$ cat src/rtl/pc_sequencer.sv
// pc_sequencer
// Run-control sequencer for the pico MIPS program counter and register-file
// write path. Each cycle it decides whether the PC advances, takes a relative
// branch or holds. Multi-cycle instructions are stretched with a stall
// counter. Execution stops on a HALT opcode, an external halt request or an
// address breakpoint.
//
// Ports
//   clk_i            : single clock, all state updates on the rising edge
//   reset_i          : synchronous active-high reset
//   run_i / step_i   : start continuous / single-instruction execution from IDLE
//   halt_req_i       : level request to stop at the next instruction boundary
//   addr_i           : current PC value
//   is_branch_i      : decoded instruction is a conditional relative branch
//   branch_cond_i    : branch condition flag for the current instruction
//   is_multi_i       : decoded instruction is multi-cycle
//   is_halt_i        : decoded instruction is HALT
//   bp_en_i          : breakpoint enable
//   bp_addr_i        : breakpoint address
//   pc_halt_o        : hold the PC this cycle
//   pc_rel_branch_o  : PC takes its relative offset this cycle
//   reg_we_o         : register-file write enable for the retiring instruction
//   retire_o         : one-cycle pulse per retired instruction
//   bp_hit_o         : one-cycle pulse when a breakpoint stops execution
//   halted_o         : core stopped by a HALT opcode
//   busy_o           : sequencer is in RUN or STALL
//   retired_cnt_o    : retired-instruction count, wraps modulo 2^CntSz
module pc_sequencer #(
   parameter int AddrSz    = 6,
   parameter int MulCycles = 4,
   parameter int CntSz     = 16
) (
   input  logic              clk_i,
   input  logic              reset_i,
   input  logic              run_i,
   input  logic              step_i,
   input  logic              halt_req_i,
   input  logic [AddrSz-1:0] addr_i,
   input  logic              is_branch_i,
   input  logic              branch_cond_i,
   input  logic              is_multi_i,
   input  logic              is_halt_i,
   input  logic              bp_en_i,
   input  logic [AddrSz-1:0] bp_addr_i,
   output logic              pc_halt_o,
   output logic              pc_rel_branch_o,
   output logic              reg_we_o,
   output logic              retire_o,
   output logic              bp_hit_o,
   output logic              halted_o,
   output logic              busy_o,
   output logic [CntSz-1:0]  retired_cnt_o
);

   localparam int StallW = $clog2(MulCycles);
   // The RUN cycle is the first of the multi-cycle instruction and the
   // counter reaching zero marks the last, hence the load of MulCycles-2.
   localparam logic [StallW-1:0] StallLoad = StallW'(MulCycles - 2);

   typedef enum logic [1:0] {
      IDLE,
      RUN,
      STALL,
      HALTED
   } state_e;

   state_e             state_q, state_d;
   logic               stepMode_q, stepMode_d;
   logic               bpSkip_q, bpSkip_d;
   logic [StallW-1:0]  stallCnt_q, stallCnt_d;
   logic [CntSz-1:0]   retiredCnt_q, retiredCnt_d;
   logic               bpMatch;

   assign bpMatch = bp_en_i && (addr_i == bp_addr_i) && !bpSkip_q;

   // State register and the retired-instruction counter.
   always_ff @(posedge clk_i) begin
      if (reset_i) begin
         state_q      <= IDLE;
         stepMode_q   <= 1'b0;
         bpSkip_q     <= 1'b0;
         stallCnt_q   <= '0;
         retiredCnt_q <= '0;
      end else begin
         state_q      <= state_d;
         stepMode_q   <= stepMode_d;
         bpSkip_q     <= bpSkip_d;
         stallCnt_q   <= stallCnt_d;
         retiredCnt_q <= retiredCnt_d;
      end
   end

   // Next-state and strobe decode. Strobes are combinational so they act on
   // the same edge the PC updates. While reset is asserted the strobes are
   // forced to their idle values so a reset landing on a final STALL cycle
   // cannot produce a partial retire.
   always_comb begin
      state_d         = state_q;
      stepMode_d      = stepMode_q;
      bpSkip_d        = bpSkip_q;
      stallCnt_d      = stallCnt_q;
      pc_halt_o       = 1'b1;
      pc_rel_branch_o = 1'b0;
      reg_we_o        = 1'b0;
      retire_o        = 1'b0;
      bp_hit_o        = 1'b0;

      case (state_q)
         IDLE: begin
            if (run_i) begin
               state_d    = RUN;
               stepMode_d = 1'b0;
            end else if (step_i) begin
               state_d    = RUN;
               stepMode_d = 1'b1;
            end
         end
         RUN: begin
            if (is_halt_i) begin
               state_d = HALTED;
            end else if (halt_req_i) begin
               state_d = IDLE;
            end else if (bpMatch) begin
               bp_hit_o = 1'b1;
               bpSkip_d = 1'b1;
               state_d  = IDLE;
            end else if (is_multi_i) begin
               stallCnt_d = StallLoad;
               state_d    = STALL;
            end else begin
               pc_halt_o       = 1'b0;
               retire_o        = 1'b1;
               pc_rel_branch_o = is_branch_i & branch_cond_i;
               reg_we_o        = !is_branch_i;
               bpSkip_d        = 1'b0;
               state_d         = stepMode_q ? IDLE : RUN;
            end
         end
         STALL: begin
            if (stallCnt_q == '0) begin
               pc_halt_o = 1'b0;
               reg_we_o  = 1'b1;
               retire_o  = 1'b1;
               bpSkip_d  = 1'b0;
               state_d   = stepMode_q ? IDLE : RUN;
            end else begin
               stallCnt_d = stallCnt_q - 1'b1;
            end
         end
         HALTED: begin
            state_d = HALTED;
         end
         default: begin
            state_d = IDLE;
         end
      endcase

      if (reset_i) begin
         pc_halt_o       = 1'b1;
         pc_rel_branch_o = 1'b0;
         reg_we_o        = 1'b0;
         retire_o        = 1'b0;
         bp_hit_o        = 1'b0;
      end

      retiredCnt_d = retiredCnt_q + {{(CntSz-1){1'b0}}, retire_o};
   end

   assign halted_o      = (state_q == HALTED);
   assign busy_o        = (state_q == RUN) || (state_q == STALL);
   assign retired_cnt_o = retiredCnt_q;

endmodule

$ cat config.mk
export PLATFORM = sky130hd
export DESIGN_NAME = pc_sequencer
export DESIGN_NICKNAME = d
export VERILOG_FILES = /design/src/rtl/pc_sequencer.sv
export SDC_FILE = /design/constraint.sdc
export NUM_CORES = 1
export LEC_CHECK = 0
export BUFFER_PORTS_ARGS = -buffer_cell sky130_fd_sc_hd__buf_2
export CAP_MARGIN = 10
export CORE_ASPECT_RATIO = 1.4
export CORE_UTILIZATION = 49
export DETAILED_ROUTE_END_ITERATION = 10
export PLACE_DENSITY = 0.78
export REMOVE_ABC_BUFFERS = 1
export SLEW_MARGIN = 20
export SYNTH_ARGS = -nofsm -noshare
export SYNTH_HDL_FRONTEND = slang
export SYNTH_SLANG_ARGS = --single-unit
$ cat constraint.sdc
create_clock -name clk_i -period 2.9 [get_ports clk_i]
set_input_delay 0.58 -clock clk_i [delete_from_list [all_inputs] [get_ports clk_i]]
set_output_delay 0.58 -clock clk_i [all_outputs]
set_load 0.02 [all_outputs]
==> out/results.ini <==
[worst_setup_path]
cpPeakStageDelay_ns = 0.45
critical_path_class = reg2out
critPathCaptureType = output pin
cp.required_ns = 2.32
reg2reg_slack_ns = 0.58
slowest_stage = or3b_4
start_kind = register
worstPathArrival_ns = 1.90
cp_max_fo = 10
cp_cell_sequence = inv_1, ha_1, or3b_4, nor3_1, buf_2

[pwr]
total_power_mw = 0.662
powerDensity_nw_per_um2 = 412
p_leak_nw = 0.757
ir_worst_vdd_v = 0.000299

[global_route]
grt_max_degree = 26
grt_antenna_before_repair = 0
grt_use_total = 0.236
grt_pass1_vias = 1270
grt_pass1_wl_mm = 5.20
overflow = 0

[timing]
min_period_ns = 2.48
min_period_over_period = 0.856
rsz0062_at_grt = false
finalHoldViolCount = 0
tns_ns = 0
slew_viol_final = 0
fin_worst_skew_ns = 0.00203
max-slew-margin-rel = 0.771
worstMarginPinSlew_ns = 0.344
setup-violations-final = 0
max_freq_ghz = 0.403

[die]
num_rows = 21
die_h_um = 62.9
io_pins = 45
initial_core_util = 0.531
fp.dieW_um = 45.5
dieArea_sq_um = 2860
core_area_sq_um = 2440

[clock_tree]
htree_levels = 1
cts_tree = built
clock_latency_ns = 0.32
cts_setup_buffers = 0
numCtsBuffers = 3
cts.root.buffer_cell = clkbuf_4
cts_buffer_depth = 2
clk_pin_slew_ns = 0.12
cts_hold_buffers = 0
cts_sinks = 22
post_cts_resized = 0

[synth]
ys.flop_type = dfxtp_1
synth_cells = 150
avgSynthCellArea_sq_um = 8.65
synth_cell_type_count = 42
yosys_warnings = 0
ys_seq_area_frac = 0.339
syn-cell-area_sq_um = 1300
synth-seq-cells = 22
async_flop_share = 0
synth-edff-count = 0

[detailed_routing]
vias_per_cell = 5.37
antenna_left = 0
num_vias = 1236
dr.pass1.iters = 4
drt-total-wl_mm = 2.90
drt_iter0_markers = 37
wl_per_cell_um = 12.6
drc = 0

[finish]
antennaDiodeCount = 0
final_nets = 227
final_cells = 230
syn_to_final_growth_pct = 24.0
drive_above_1_share = 0.316
fill_cells = 224

[placement]
gp_routability_congestion = 0.894
io_buffers = 44
hpwl_mm = 2.28
place_inst = 226

[status]
status = finished clean

[worst_hold_path]
hold_path.class = in2reg

[job]
cap_violations = 0

-- where the power goes --
| group | switching (mW) | total (mW) | internal, mW |
|---|---|---|---|
| registers | 0.00592 | 0.314 | 0.308 |
| clock network | 0.0984 | 0.238 | 0.140 |
| logic | 0.0632 | 0.110 | 0.0472 |
-- worst max-delay path: cells and delay by family (launching register included) --
| family | cells | cell delay, ns |
|---|---|---|
| buffers and inverters | 2 | 0.29 |
| adders and majority gates | 1 | 0.34 |
| DFF | 1 | 0.37 |
| and+or+nand+nor | 2 | 0.58 |
-- registers in the layout, indices dropped and copies added, names as in the netlist --
signal,count
stepMode_q,1
retired_cnt_o,16
stallCnt_q,2
state_q,2
bpSkip_q,1
-- synth_stat cells (2+ instances only) --
library cell / number / area [sq um]
nor3_1: 5 / 25.0
ha_1: 8 / 100
and4_2: 3 / 30.0
and3_1: 2 / 12.5
nand4_1: 6 / 37.5
nor2_1: 19 / 71.3
nor2b_1: 2 / 12.5
nand2_1: 9 / 33.8
dfxtp_1: 22 / 440
xnor2_1: 5 / 43.8
nor4_1: 2 / 12.5
nand3_1: 5 / 25.0
inv_1: 7 / 26.3
xor2_1: 15 / 131
a21oi_1: 8 / 40.0
o21ai_0: 4 / 20.0
clkbuf_1: 3 / 11.3
-- kinds of logic after synthesis --
family,count (synthesis),synth area share
simple gates,66,0.294
flops,22,0.339
compound gates,21,0.103
xor+xnor,20,0.135
buf+inv,11,0.0347
fa+ha+maj,8,0.0771
mux,2,0.0164
-- per-layer routing --
layer | wire, um | global-route usage
met5 | 0 | 0
met1 | 1200 | 0.260
met3 | 107 | 0.0260
met4 | 93 | 0.140
met2 | 1500 | 0.405
-- per-stage QoR --
stage               instance area, sq um  hold slack [ns]  setup slack (ns)  utilization
finish                              1610            0.448             0.417        0.658
global route                        1610            0.445             0.209        0.658
CTS                                 1610            0.445             0.422        0.658
detailed placement                  1560            0.486             0.407        0.637
global placement                    1560            0.461             0.512        0.637
floorplan                           1280            0.447             0.319            -
-- worst paths after layout --
check	from	endpoint	depth (start not counted)
setup / recovery	state_q[1]	bp_hit_o	5
hold / removal	run_i	stepMode_q	2
setup reg to reg	state_q[1]	retired_cnt_o[12]	9
hold reg to reg	bpSkip_q	bpSkip_q	1
-- cell usage in the layout (no fill, tap or decap), drive strengths merged, types with 2 or more instances in the layout --
master	n
nand2	10
and3	3
nor3	6
a21oi	8
xor2	15
nand4	7
dfxtp	22
nand3	5
nor2	19
xnor2	5
clkbuf	3
ha	8
buf	46
nor4	2
and4	4
o21ai	4
nor2b	2
nor3b	2
inv	7
-- final cells by class --
cell class,instances,area [sq um],share of cell area
clock buffer,3,22.5,0.0140
tap,34,42.5,0.0264
timing repair buffer,46,235,0.146
sequential,22,440,0.274
inverter,7,26.3,0.0163
clock inverter,1,30.0,0.0187
multi-input combinational,117,812,0.505
No activity file was read; power rests on OpenSTA's default activity.
